File: src/rtl/fifo_rd_pkg.sv
// Shared defaults, emit classification and lane-mask helpers for the fifo read-side packer.
package fifo_rd_pkg;

    localparam int unsigned DEF_DATW  = 8;
    localparam int unsigned DEF_PACK  = 4;
    localparam int unsigned DEF_TOUTW = 8;

    localparam int unsigned MAX_PACK  = 16;
    localparam int unsigned MAX_BITS  = 512;

    typedef enum logic [1:0] {
        EMIT_NONE = 2'd0,
        EMIT_FULL = 2'd1,
        EMIT_PART = 2'd2
    } emit_e;

    // Lane-valid mask with the lowest idx lanes set; callers truncate to PACK bits.
    function automatic logic [MAX_PACK-1:0] mask_from_idx(input int unsigned idx);
        logic [MAX_PACK-1:0] m;
        m = '0;
        for (int unsigned i = 0; i < MAX_PACK; i++) begin
            if (i < idx) m[i] = 1'b1;
        end
        return m;
    endfunction

    // Bit mask keeping lanes below idx; lanes at or above idx are zeroed when ANDed in.
    function automatic logic [MAX_BITS-1:0] lane_bits(input int unsigned idx,
                                                      input int unsigned datw);
        logic [MAX_BITS-1:0] b;
        b = '0;
        for (int unsigned i = 0; i < MAX_BITS; i++) begin
            if (i < idx * datw) b[i] = 1'b1;
        end
        return b;
    endfunction

endpackage

File: src/rtl/fifo_rd_idle_timer.sv
// Saturating idle counter with clear/enable; flags when the count reaches a nonzero limit.
module fifo_rd_idle_timer
    import fifo_rd_pkg::*;
#(
    parameter int unsigned TOUTW = DEF_TOUTW
) (
    input  logic             clk,
    input  logic             rst_n,
    input  logic             clr,
    input  logic             en,
    input  logic [TOUTW-1:0] timeout_val,
    output logic             timeout_hit
);

    logic [TOUTW-1:0] tcnt_q;
    logic [TOUTW-1:0] tcnt_d;

    always_comb begin
        tcnt_d = tcnt_q;
        if (clr) begin
            tcnt_d = '0;
        end else if (en && (tcnt_q != '1)) begin
            tcnt_d = tcnt_q + TOUTW'(1);
        end
    end

    always_ff @(posedge clk or negedge rst_n) begin
        if (!rst_n) begin
            tcnt_q <= '0;
        end else begin
            tcnt_q <= tcnt_d;
        end
    end

    assign timeout_hit = (timeout_val != '0) && (tcnt_q == timeout_val);

endmodule

File: src/rtl/fifo_rd_packer.sv
// Drains a first-word-fall-through fifo and packs PACK entries per output word,
// closing partial words on idle timeout or flush with a lane-keep mask.
module fifo_rd_packer
    import fifo_rd_pkg::*;
#(
    parameter int unsigned DATW  = DEF_DATW,
    parameter int unsigned PACK  = DEF_PACK,
    parameter int unsigned IDXW  = 2,
    parameter int unsigned TOUTW = DEF_TOUTW
) (
    input  logic                 rclk,
    input  logic                 rst_async_n,
    input  logic                 rst_sync,
    input  logic                 fifo_empty,
    input  logic [DATW-1:0]      fifo_dout,
    output logic                 fifo_re,
    input  logic [TOUTW-1:0]     timeout_val,
    input  logic                 flush,
    output logic                 m_valid,
    input  logic                 m_ready,
    output logic [DATW*PACK-1:0] m_data,
    output logic [PACK-1:0]      m_keep,
    output logic                 m_last,
    output logic                 busy
);

    localparam int unsigned      WORDW    = DATW * PACK;
    localparam logic [IDXW-1:0]  IDX_LAST = IDXW'(PACK - 1);

    logic [WORDW-1:0] acc_q, acc_d;
    logic [IDXW-1:0]  idx_q, idx_d;
    logic             flush_pend_q, flush_pend_d;
    logic             m_valid_q, m_valid_d;
    logic [WORDW-1:0] m_data_q, m_data_d;
    logic [PACK-1:0]  m_keep_q, m_keep_d;
    logic             m_last_q, m_last_d;

    logic  out_free;
    logic  emit_part;
    logic  pop;
    logic  word_done;
    logic  timeout_hit;
    logic  tmr_clr;
    logic  tmr_en;
    emit_e emit_kind;

    always_comb begin
        out_free  = ~m_valid_q | m_ready;
        emit_part = (flush_pend_q | timeout_hit) & (idx_q != '0) & out_free;
        // Last-lane pop needs a free output slot because it loads the word on the same edge.
        pop       = ~rst_sync & ~fifo_empty & ~emit_part & ((idx_q != IDX_LAST) | out_free);
        word_done = pop & (idx_q == IDX_LAST);
        tmr_clr   = rst_sync | pop | emit_part | (idx_q == '0);
        tmr_en    = ~pop & (idx_q != '0);
    end

    always_comb begin
        emit_kind = EMIT_NONE;
        if (emit_part) begin
            emit_kind = EMIT_PART;
        end else if (word_done) begin
            emit_kind = EMIT_FULL;
        end
    end

    fifo_rd_idle_timer #(
        .TOUTW (TOUTW)
    ) u_idle_timer (
        .clk         (rclk),
        .rst_n       (rst_async_n),
        .clr         (tmr_clr),
        .en          (tmr_en),
        .timeout_val (timeout_val),
        .timeout_hit (timeout_hit)
    );

    always_comb begin
        acc_d        = acc_q;
        idx_d        = idx_q;
        flush_pend_d = flush_pend_q;
        m_valid_d    = m_valid_q;
        m_data_d     = m_data_q;
        m_keep_d     = m_keep_q;
        m_last_d     = m_last_q;

        if (pop) begin
            for (int unsigned i = 0; i < PACK; i++) begin
                if (idx_q == IDXW'(i)) acc_d[i*DATW +: DATW] = fifo_dout;
            end
            idx_d = idx_q + IDXW'(1);
        end

        if (m_ready) m_valid_d = 1'b0;

        unique case (emit_kind)
            EMIT_PART: begin
                m_data_d  = acc_q & WORDW'(lane_bits(32'(idx_q), DATW));
                m_keep_d  = PACK'(mask_from_idx(32'(idx_q)));
                m_last_d  = 1'b1;
                m_valid_d = 1'b1;
                idx_d     = '0;
            end
            EMIT_FULL: begin
                m_data_d  = acc_d;
                m_keep_d  = '1;
                m_last_d  = flush;
                m_valid_d = 1'b1;
            end
            default: ;
        endcase

        // A flush only survives if there is, or is about to be, a partial word to close.
        if (emit_kind != EMIT_NONE) begin
            flush_pend_d = 1'b0;
        end else if (flush && ((idx_q != '0) || pop)) begin
            flush_pend_d = 1'b1;
        end

        if (rst_sync) begin
            acc_d        = '0;
            idx_d        = '0;
            flush_pend_d = 1'b0;
            m_valid_d    = 1'b0;
            m_data_d     = '0;
            m_keep_d     = '0;
            m_last_d     = 1'b0;
        end
    end

    always_ff @(posedge rclk or negedge rst_async_n) begin
        if (!rst_async_n) begin
            acc_q        <= '0;
            idx_q        <= '0;
            flush_pend_q <= 1'b0;
            m_valid_q    <= 1'b0;
            m_data_q     <= '0;
            m_keep_q     <= '0;
            m_last_q     <= 1'b0;
        end else begin
            acc_q        <= acc_d;
            idx_q        <= idx_d;
            flush_pend_q <= flush_pend_d;
            m_valid_q    <= m_valid_d;
            m_data_q     <= m_data_d;
            m_keep_q     <= m_keep_d;
            m_last_q     <= m_last_d;
        end
    end

    assign fifo_re = pop;
    assign m_valid = m_valid_q;
    assign m_data  = m_data_q;
    assign m_keep  = m_keep_q;
    assign m_last  = m_last_q;
    assign busy    = (idx_q != '0) | m_valid_q;

endmodule

File: config.mk
export PLATFORM = sky130hd
export DESIGN_NAME = fifo_rd_packer
export DESIGN_NICKNAME = d
export VERILOG_FILES = /design/src/rtl/fifo_rd_pkg.sv /design/src/rtl/fifo_rd_idle_timer.sv /design/src/rtl/fifo_rd_packer.sv
export SDC_FILE = /design/constraint.sdc
export NUM_CORES = 1
export LEC_CHECK = 0
export BUFFER_PORTS_ARGS = -buffer_cell sky130_fd_sc_hd__buf_4
export CAP_MARGIN = 20
export CELL_PAD_IN_SITES_DETAIL_PLACEMENT = 0
export CELL_PAD_IN_SITES_GLOBAL_PLACEMENT = 1
export CORE_MARGIN = 5
export CORE_UTILIZATION = 39
export DETAILED_ROUTE_END_ITERATION = 6
export GPL_TIMING_DRIVEN = 0
export PLACE_DENSITY_LB_ADDON = 0.05
export REMOVE_ABC_BUFFERS = 1
export SYNTH_ARGS = -nofsm -noshare
export SYNTH_HDL_FRONTEND = slang
export SYNTH_SLANG_ARGS = --single-unit
File: constraint.sdc
create_clock -name rclk -period 2.1 [get_ports rclk]
set_input_delay 0.42 -clock rclk [delete_from_list [all_inputs] [get_ports rclk]]
set_output_delay 0.42 -clock rclk [all_outputs]
set_load 0.02 [all_outputs]
==> results.txt, run 1 <==
- Prior to clock tree synthesis, the placed netlist has a worst setup slack of -0.879 ns.
* R2R Setup Slk: 0 ns
* Floorplan die width: about 100 um
- Across all hold checks on the routed design, the worst slack comes to 0.204 ns.
- The worst register-to-register path begins at u_idle_timer.tcnt_q[2].
* Root cell of the clock tree: clkbuf_8
* Cell row count: 34
- Global routing consumed, on the met2 layer, roughly a quarter of the routing resources.
- Post-synth EDFFs: 0
- Top cells by count, synth: dfrtp_1 (73), nor2_1 (51), mux2i_1 (30)
- After layout, the worst path uses 101% of the clock period.
- For this run, asynchronously set or reset flops after synthesis account for 100%.
- The tool flagged a number of max-cap violations equal to 0.
* Fin util: between 50% and 60%
- At the worst endpoint, the required time is about 1.7 ns.
- For this block, the initial DRC count from the detailed router was approximately 160.
- Tightest slew margin relative to the limit: between 30% and 40%
- The number of antenna violations at the first check in global routing was 0.
- Grt met1 use: 24.5%
- Maximum fanout count along the critical path: 4
- The completed layout was analyzed and its total power is 2.94 mW.
- Clock tree from TritonCTS: done
* Post-CTS clock slew at the launch and capture registers of the worst setup and hold paths: ~0.07 ns
- For this run, the total global-route usage over all layers was measured as 17.2%.
- Clock tree synthesis found a total of 73 sinks.
- Of all cell types, the one taking the most synthesized area is dfrtp_1.
- Measured along the y axis, the die boundary spans between 100 and 150 um.
* Kind of end point of the critical path: output pin
* Via-to-Cell Ratio: 5.31
* Starting Density: 40.2%
- The checks that failed: negative setup slack.
* FF/Latch Area: 1830 sq um
- Dividing the detail-routed wire length by the instance count gives approximately 17 um.
- Worst Reg2Reg Path Length in Cells: 7
* Setup slack of the critical path after layout: -0.0305 ns
- In the final timing run, aggregate negative setup slack is -0.0305 ns.
* Inst Count DP: slightly below 500
- Maximum clock frequency: around 0.47 GHz
* Number of buffers and inverters on the critical path: 1
- 0 antenna diodes ended up in the layout.
* Dpl cell area: roughly 4100 sq um
* Crit path kind: flop to output pin
* Die Footprint: roughly 11000 sq um
- At the later pin of the worst-skew pair, clock insertion delay measures 0.34 ns.
* Synthesized area divided by synthesized cell count: 10.4 sq um
* Worst-path cell with the longest stage delay: dfrtp_2
- Cell Pwr Density: 627 nW/um^2
- After synthesis, the netlist uses 40 different library cells.
- After global routing the overflow that remains totals 0.
- Sequential share of the synthesized area: 52.1%
- Crit-path cells: ha_4, a211o_1, nand2b_4, nor2_4, buf_6
- For the pin with the worst max-slew slack, the measured transition is slightly below 1 ns.
- The routed layout has roughly 2.8k vias.
- Layer with the highest usage: met2
- Synth-to-Final Area Change: 33.8%
- Share of final-layout standard cells stronger than drive strength 1: 33.0%
- After detailed routing, the total wire length is just over 9000 um.
- Startpoint kind of the worst setup timing path: flop
- The worst hold path belongs to the class input pin to asynchronous set/reset pin.
* Final hold viol count: 0
* Number of filler instances in the final layout: 808
- For this run, the leading register cell type out of synthesis is dfrtp_1.
- Final Instance Area: ~4700 sq um
* Pre-antenna DRT Iters: 4
- The clock passes through at most 2 buffers.
- HPWL after detailed placement: roughly 6000 um
- I/O Buffers: between 60 and 70
- Count of synthesis-stage warnings from yosys: 0
- Synth Instances: between 300 and 400
- RSZ-0062 raised after global routing: yes
* Cell leakage power: roughly 2.2 nW
* Top-area cell type share of the netlist area: 52.1%
- For this run, global-route usage on met3 was measured as between 3 and 4%.
- Run status: finished, violations left
- Most used standard cell by instance count after synthesis: dfrtp_1
* Final non-filler cell total: around 530
- Core Footprint: just under 9000 sq um
* Footprint of the multi-input gates: ~1700 sq um
- Hold repair after CTS inserted 0 buffers.
- Number of max-slew violations in the final report: 0
- In this run the critical register-to-register path is captured at u_idle_timer.tcnt_q[5].
* First-pass GRT wire length: between 15000 and 20000 um
- The final layout contains around 450 nets.
- Clk_skew: around 0.0093 ns
* Total CTS buffers: 9
- Post-Syn Area: around 3500 sq um
* Cell family with most CP delay: flip-flops
* Minimum clock period: approximately 2.1 ns
- Count of final setup violators: 1
* VDD IR-drop max: ~360 uV
- Max stage delay on crit path: about 0.45 ns
- Number of routed nets with antenna violations: 0
- For the worst setup path, the data arrival time is 1.71 ns.
- Flop and latch count out of synthesis: 73
- Entering global routing, the biggest net connects 74 pins.
* Post-detailed-route DRC marker count: 0
- The via count of the first global-routing pass came to approximately 2.8k.
* Final estimated routing congestion in global placement: ~0.76
- The clock tree synthesis step divided the H-tree into 3 levels.
* Most area-consuming cells after synthesis: dfrtp_1 (52%), mux2i_1 (8.6%), nor2_1 (5.5%), a32oi_1 (4.0%), o21ai_0 (2.9%)
- For this design the top-level I/O count stands at between 60 and 70.
==> power breakdown <==
part / total, mW / switching, mW / internal [mW]
logic: 0.490 / 0.292 / 0.198
clock network: 0.978 / 0.521 / 0.457
registers: 1.47 / 0.0281 / 1.44
==> metal layers <==
layer / up-vias / part of all wire [%]
met2: 68 / 46
met3: 14 / 4.8
met5: - / 0
li1: 1360 / -
met4: 0 / 2.3
met1: 1382 / 47
==> state kept, by name (all words and copies together) (netlist names) <==
signal / flops
m_valid: 1
m_data: 32
u_idle_timer.tcnt_q: 8
idx_q: 2
acc_q: 24
m_last: 1
m_keep: 4
flush_pend_q: 1
==> how the worst max path moves through the flow <==
stage	from	endpoint	slack, ns	cells after the start
2_1_floorplan	idx_q[1]	m_data[24]	-0.56	6
3_3_place_gp	idx_q[1]	m_data[26]	-1.85	6
3_5_place_dp	idx_q[1]	acc_q[15]	-0.88	8
4_1_cts	idx_q[0]	acc_q[15]	-0.12	8
5_1_grt	idx_q[0]	fifo_re	-0.11	5
6_report	idx_q[0]	fifo_re	-0.03	5
==> worst reg2reg max path, delay by kind of cell, from the launching register on <==
family | cells | cell delay [ns]
compound gates | 2 | 0.43
flops | 1 | 0.42
buf+inv | 1 | 0.16
simple gates | 3 | 0.86
xor+xnor | 1 | 0.16
==> final cells by class <==
type | instances | area share (%)
flip-flops and latches | 73 | 39.1
clock inverters | 5 | 0.667
inverters | 20 | 1.68
multi-input cells | 225 | 36.7
repair buffers | 90 | 15.9
well taps | 108 | 2.88
clock buffers | 11 | 3.02
==> what timing repair did <==
item	CTS	global route
resized for setup	51	16
pin swaps	8	9
setup buffers	21	11
gates cloned	1	0
endpoints found under the setup margin	72	59
==> cell usage in the layout (no fill, tap or decap), types with 2 or more instances in the layout <==
cell type / instances
a211oi_1: 8
a21oi_1: 14
a22o_1: 8
a32oi_1: 16
and3_1: 8
buf_12: 3
buf_4: 80
buf_6: 5
buf_8: 2
clkbuf_8: 10
clkinv_2: 3
clkinvlp_4: 2
dfrtp_1: 69
dfrtp_2: 4
ha_1: 4
ha_4: 2
inv_1: 17
inv_2: 2
mux2i_1: 28
mux2i_4: 2
nand2_1: 8
nand2b_1: 3
nand2b_4: 2
nand3_1: 2
nand3_4: 4
nor2_1: 48
nor2_4: 3
nor2b_1: 2
nor3_1: 3
nor3_4: 2
nor4_1: 3
nor4_4: 2
o21ai_0: 4
o21ai_1: 16
or3_1: 2
or4_1: 2
xor2_1: 9
xor2_2: 2
==> logic make-up after synthesis <==
kind of cell               synth area share (%)
DFF                                        52.1
buffers and inverters                      4.57
and+or+nand+nor                            15.0
adders and majority gates                  2.14
muxes                                      8.57
AOI/OAI and AO/OA                          14.4
xor gates and xnor gates                   3.21
Power figures use the tool's default switching activity.
==> run 2, diff against run 1 <==
ABC_AREA = 1   (was default)
CORE_UTILIZATION = 37   (was 39)
SLEW_MARGIN = 10   (was default)
==> results.txt, run 2 <==
- Run status: finished, violations left (unchanged).
- Violated checks: negative setup slack (unchanged)
- The combined area of all synthesized cells is 4130 sq um (was 3500 sq um).
- Vias in the first global route: 3841 (was 2824)
- Along the worst hold path, the cell count comes to 3.
* Crit path kind: flop to output pin (unchanged)
* All-layer global routing usage: 19.1% (was 17.2%)
* Synth-to-Final Area Change: 24.3% (was 33.8%)
- The count of routing violations after the opening detailed-route iteration is 236 (was 156).
* Slew at the pin with the worst max-slew slack: 0.750 ns (was 0.961 ns)
- The maximum buffer depth of the clock tree came to 2 (unchanged).
- Top cells by count, synth: nand2_1 (253), dfrtp_1 (73), inv_1 (51) (was dfrtp_1 (73), nor2_1 (51), mux2i_1 (30)).
- The worst IR drop on VDD was 266 uV (was 361 uV).
* R2R Setup Slk: 0.09 ns (was 0 ns)
* Tightest hold margin: 0.330 ns (was 0.204 ns)
* Worst Hold Endpoint: m_data[30]
- The maximum number of pins on one net before global-route repair was 74 (unchanged).
- Leading cell type in the layout, fill and taps excluded: nand2_1 (was buf_4)
- The startpoint class of the critical path is a flop (unchanged).
* Detailed Route WL: 12700 um (was 9270 um)
- Number of routed nets with antenna violations: 0 (unchanged)
- The number of distinct library cells after synthesis was 32 (was 40).
- Most area-consuming cells after synthesis: dfrtp_1 (44%), nand2_1 (23%), inv_1 (4.6%), a21oi_1 (4.4%), nor2_1 (4.0%) (was dfrtp_1 (52%), mux2i_1 (8.6%), nor2_1 (5.5%), a32oi_1 (4.0%), o21ai_0 (2.9%)).
- The number of diodes added for antenna fixing is 0 (unchanged).
- The number of I/O pins is 62 (unchanged).
- The area of the die is 13400 sq um (was 11000 sq um).
- Core Footprint: 10900 sq um (was 8720 sq um)
* Share of the clock period used by the worst path after layout: 100% (was 101%)
* Flop and latch count out of synthesis: 73 (unchanged)
- I/O Buffers: 61 (unchanged)
- The count of endpoints failing hold in the final timing report is 0 (unchanged).
- The post-detailed-placement half-perimeter wirelength came to 6980 um (was 5990 um).
- The flip-flop count of the largest register, all copies and words added is 32 (unchanged).
- Top-area cell type share of the netlist area: 44.3% (was 52.1%)
- Tightest slew margin relative to the limit: 49.9% (was 35.9%)
- The detail-routed via count per cell came to 4.85 (was 5.31).
- The clock sink total is 73 (unchanged).
- Worst Reg2Reg Path Length in Cells: 11 (was 7)
- Max-cap viol count: 0 (unchanged)
- RSZ-0062 raised after global routing: yes (unchanged)
- Number of max-slew violations in the final report: 0 (unchanged)
- Crit-path cells: inv_2, ha_4, clkinv_8, or2_2, buf_6 (was ha_4, a211o_1, nand2b_4, nor2_4, buf_6).
* Synth Instances: 580 (was 337)
- Post-layout net count: 679 (was 447)
- The CTS tree is done (unchanged).
- The vertical extent of the die came to 116 um (was 105 um).
- Worst hold path class: input pin to flop (was input pin to asynchronous set/reset pin)
* Sequential share of the synthesized area: 44.3% (was 52.1%)
- The achievable clock frequency was 0.476 GHz (was 0.469 GHz).
- Crit path required time: 1.68 ns (about the same)
- Cell Pwr Density: 590 nW/um^2 (was 627 nW/um^2)
- Setup slack of the critical path after layout: -0.000551 ns (was -0.0305 ns)
* Post-synth EDFFs: 0 (unchanged)
- The startpoint of the lowest-slack register-to-register path was u_idle_timer.tcnt_q[6] (was u_idle_timer.tcnt_q[2]).
- The total number of yosys warnings is 0 (unchanged).
- The end of the worst register-to-register path was acc_q[19] (was u_idle_timer.tcnt_q[5]).
- Global route total overflow: 0 (unchanged)
- Async set or reset register ratio after synthesis: 100% (unchanged)
* Most frequent cells in the layout: nand2_1 (253), buf_4 (81), dfrtp_1 (70) (was buf_4 (80), dfrtp_1 (69), nor2_1 (48))
- Kind of end point of the critical path: output pin (unchanged)
* Dpl ws: -1.66 ns (was -0.879 ns)
- The final worst clock skew is 0.0108 ns (was 0.00929 ns).
* Via Count: 3843 (was 2824)
- Worst hold start: fifo_dout[6]
- The routed length per instance came to 16.0 um (was 17.4 um).
- The fraction of layout cells with a size suffix above 1 came to 20.2% (was 33.0%).
- Max stage delay on crit path: 0.45 ns (about the same)
- Primary flip-flop cell chosen by synthesis mapping: dfrtp_1 (unchanged)
- Root cell of the clock tree: clkbuf_8 (unchanged)
* Worst-path cell with the longest stage delay: dfrtp_2 (unchanged)
- Cell family with most CP delay: flip-flops (unchanged)
* Starting Density: 37.9% (was 40.2%)
- Number of buffers and inverters on the critical path: 3 (was 1)
- The first-pass GRT wire length came to 19800 um (was 15200 um).
- Number of antenna violations at the first check in global routing: 0 (unchanged)
- Post-detailed-route DRC marker count: 0 (unchanged)
- The clock network latency to the later pin of the worst-skew pair is 0.35 ns (was 0.34 ns).
- The first-pass detailed-route iteration total came to 4 (unchanged).
* CP Data Arrival Time: 1.68 ns (was 1.71 ns)
* Fin util: 47.1% (was 53.8%)
- Count of final setup violators: 1 (unchanged)
- Maximum fanout count along the critical path: 10 (was 4)
* Minimum clock period: 2.10 ns (was 2.13 ns)
* Total CTS buffers: 9 (unchanged)
* Post-CTS clock slew at the launch and capture registers of the worst setup and hold paths: 0.07 ns (about the same)
- Floorplan die width: 116 um (was 105 um)
- The most numerous cell in the Yosys netlist was nand2_1 (was dfrtp_1).
* Cell row count: 38 (was 34)
- The count of H-tree levels built during CTS came to 3 (unchanged).
- Cell taking the most area after synthesis: dfrtp_1 (unchanged)
- The static leakage power came to 2.88 nW (was 2.22 nW).
- Synthesized area divided by synthesized cell count: 7.11 sq um (was 10.4 sq um)
- The weighted congestion reported at the end of routability-driven placement was 0.787 (was 0.756).
-- run 2: what timing repair did --
item | 4_1_cts | 5_1_grt
resized for setup | 19 | 7
pin swaps | 3 | 9
cloned | 2 | 2
buffers inserted | 11 | 13
setup endpoints to repair | 75 | 59
hold buffers | 0 | 1
endpoints found under the hold margin | 0 | 1
-- run 2: worst min-delay path, cell delays in order --
cell and delay, ns:
buf_4 0.10, nand3_1 0.07, nand2_1 0.06
-- run 2: layer usage --
layer	routed length, um	GRT usage (%)	part of all wire, %	vias to the layer above
li1	-	-	-	1953
met1	5650	24.9	45	1791
met2	6120	32.6	48	85
met3	671	3.50	5.3	14
met4	227	5.32	1.8	0
met5	0	0	0	-
-- run 2: worst max-delay path by stage --
stage	cells past startpoint	slack, ns	endpoint	start
after global routing	11	-0.09	acc_q[19]	u_idle_timer.tcnt_q[6]
after global placement	7	-2.07	fifo_re	idx_q[1]
after floorplan	6	-0.64	fifo_re	idx_q[1]
after CTS	7	-0.06	fifo_re	idx_q[1]
final	5	-0.0006	busy	idx_q[1]
after detailed placement	7	-1.66	fifo_re	idx_q[1]
-- run 2: metrics by stage --
stage / setup TNS (ns) / cell area (sq um) / instances / total power [mW]
CTS: -0.0730 / 4940 / 776 / 3.00
global placement: -113.65 / 4590 / 750 / 1.96
detailed placement: -82.88 / 4590 / 750 / 1.96
finish: -0.000551 / 5130 / 793 / 3.03
floorplan: -28.89 / 3950 / 549 / 1.77
global route: -0.570 / 5130 / 793 / 3.20
-- run 2: cell type report --
class	instances	area, sq um
clock buffer	12	145
clock inverter	1	5.00
fill	1135	5760
inverter	57	236
multi-input combinational	423	2040
sequential	73	1830
tap	140	175
timing repair buffer	87	703
-- run 2: cell families after synthesis --
group	count (synthesis)	synth area share (%)
AOI/OAI and AO/OA	54	7.19
and+or+nand+nor	355	36.4
adders and majority gates	6	1.82
buffers and inverters	88	9.49
xor gates and xnor gates	4	0.849
DFF	73	44.3
-- run 2: where the power goes --
part,internal (mW),leakage (nW),switching [mW]
registers,1.44,1.00,0.0302
clock network,0.442,0.0782,0.514
logic,0.209,1.80,0.389
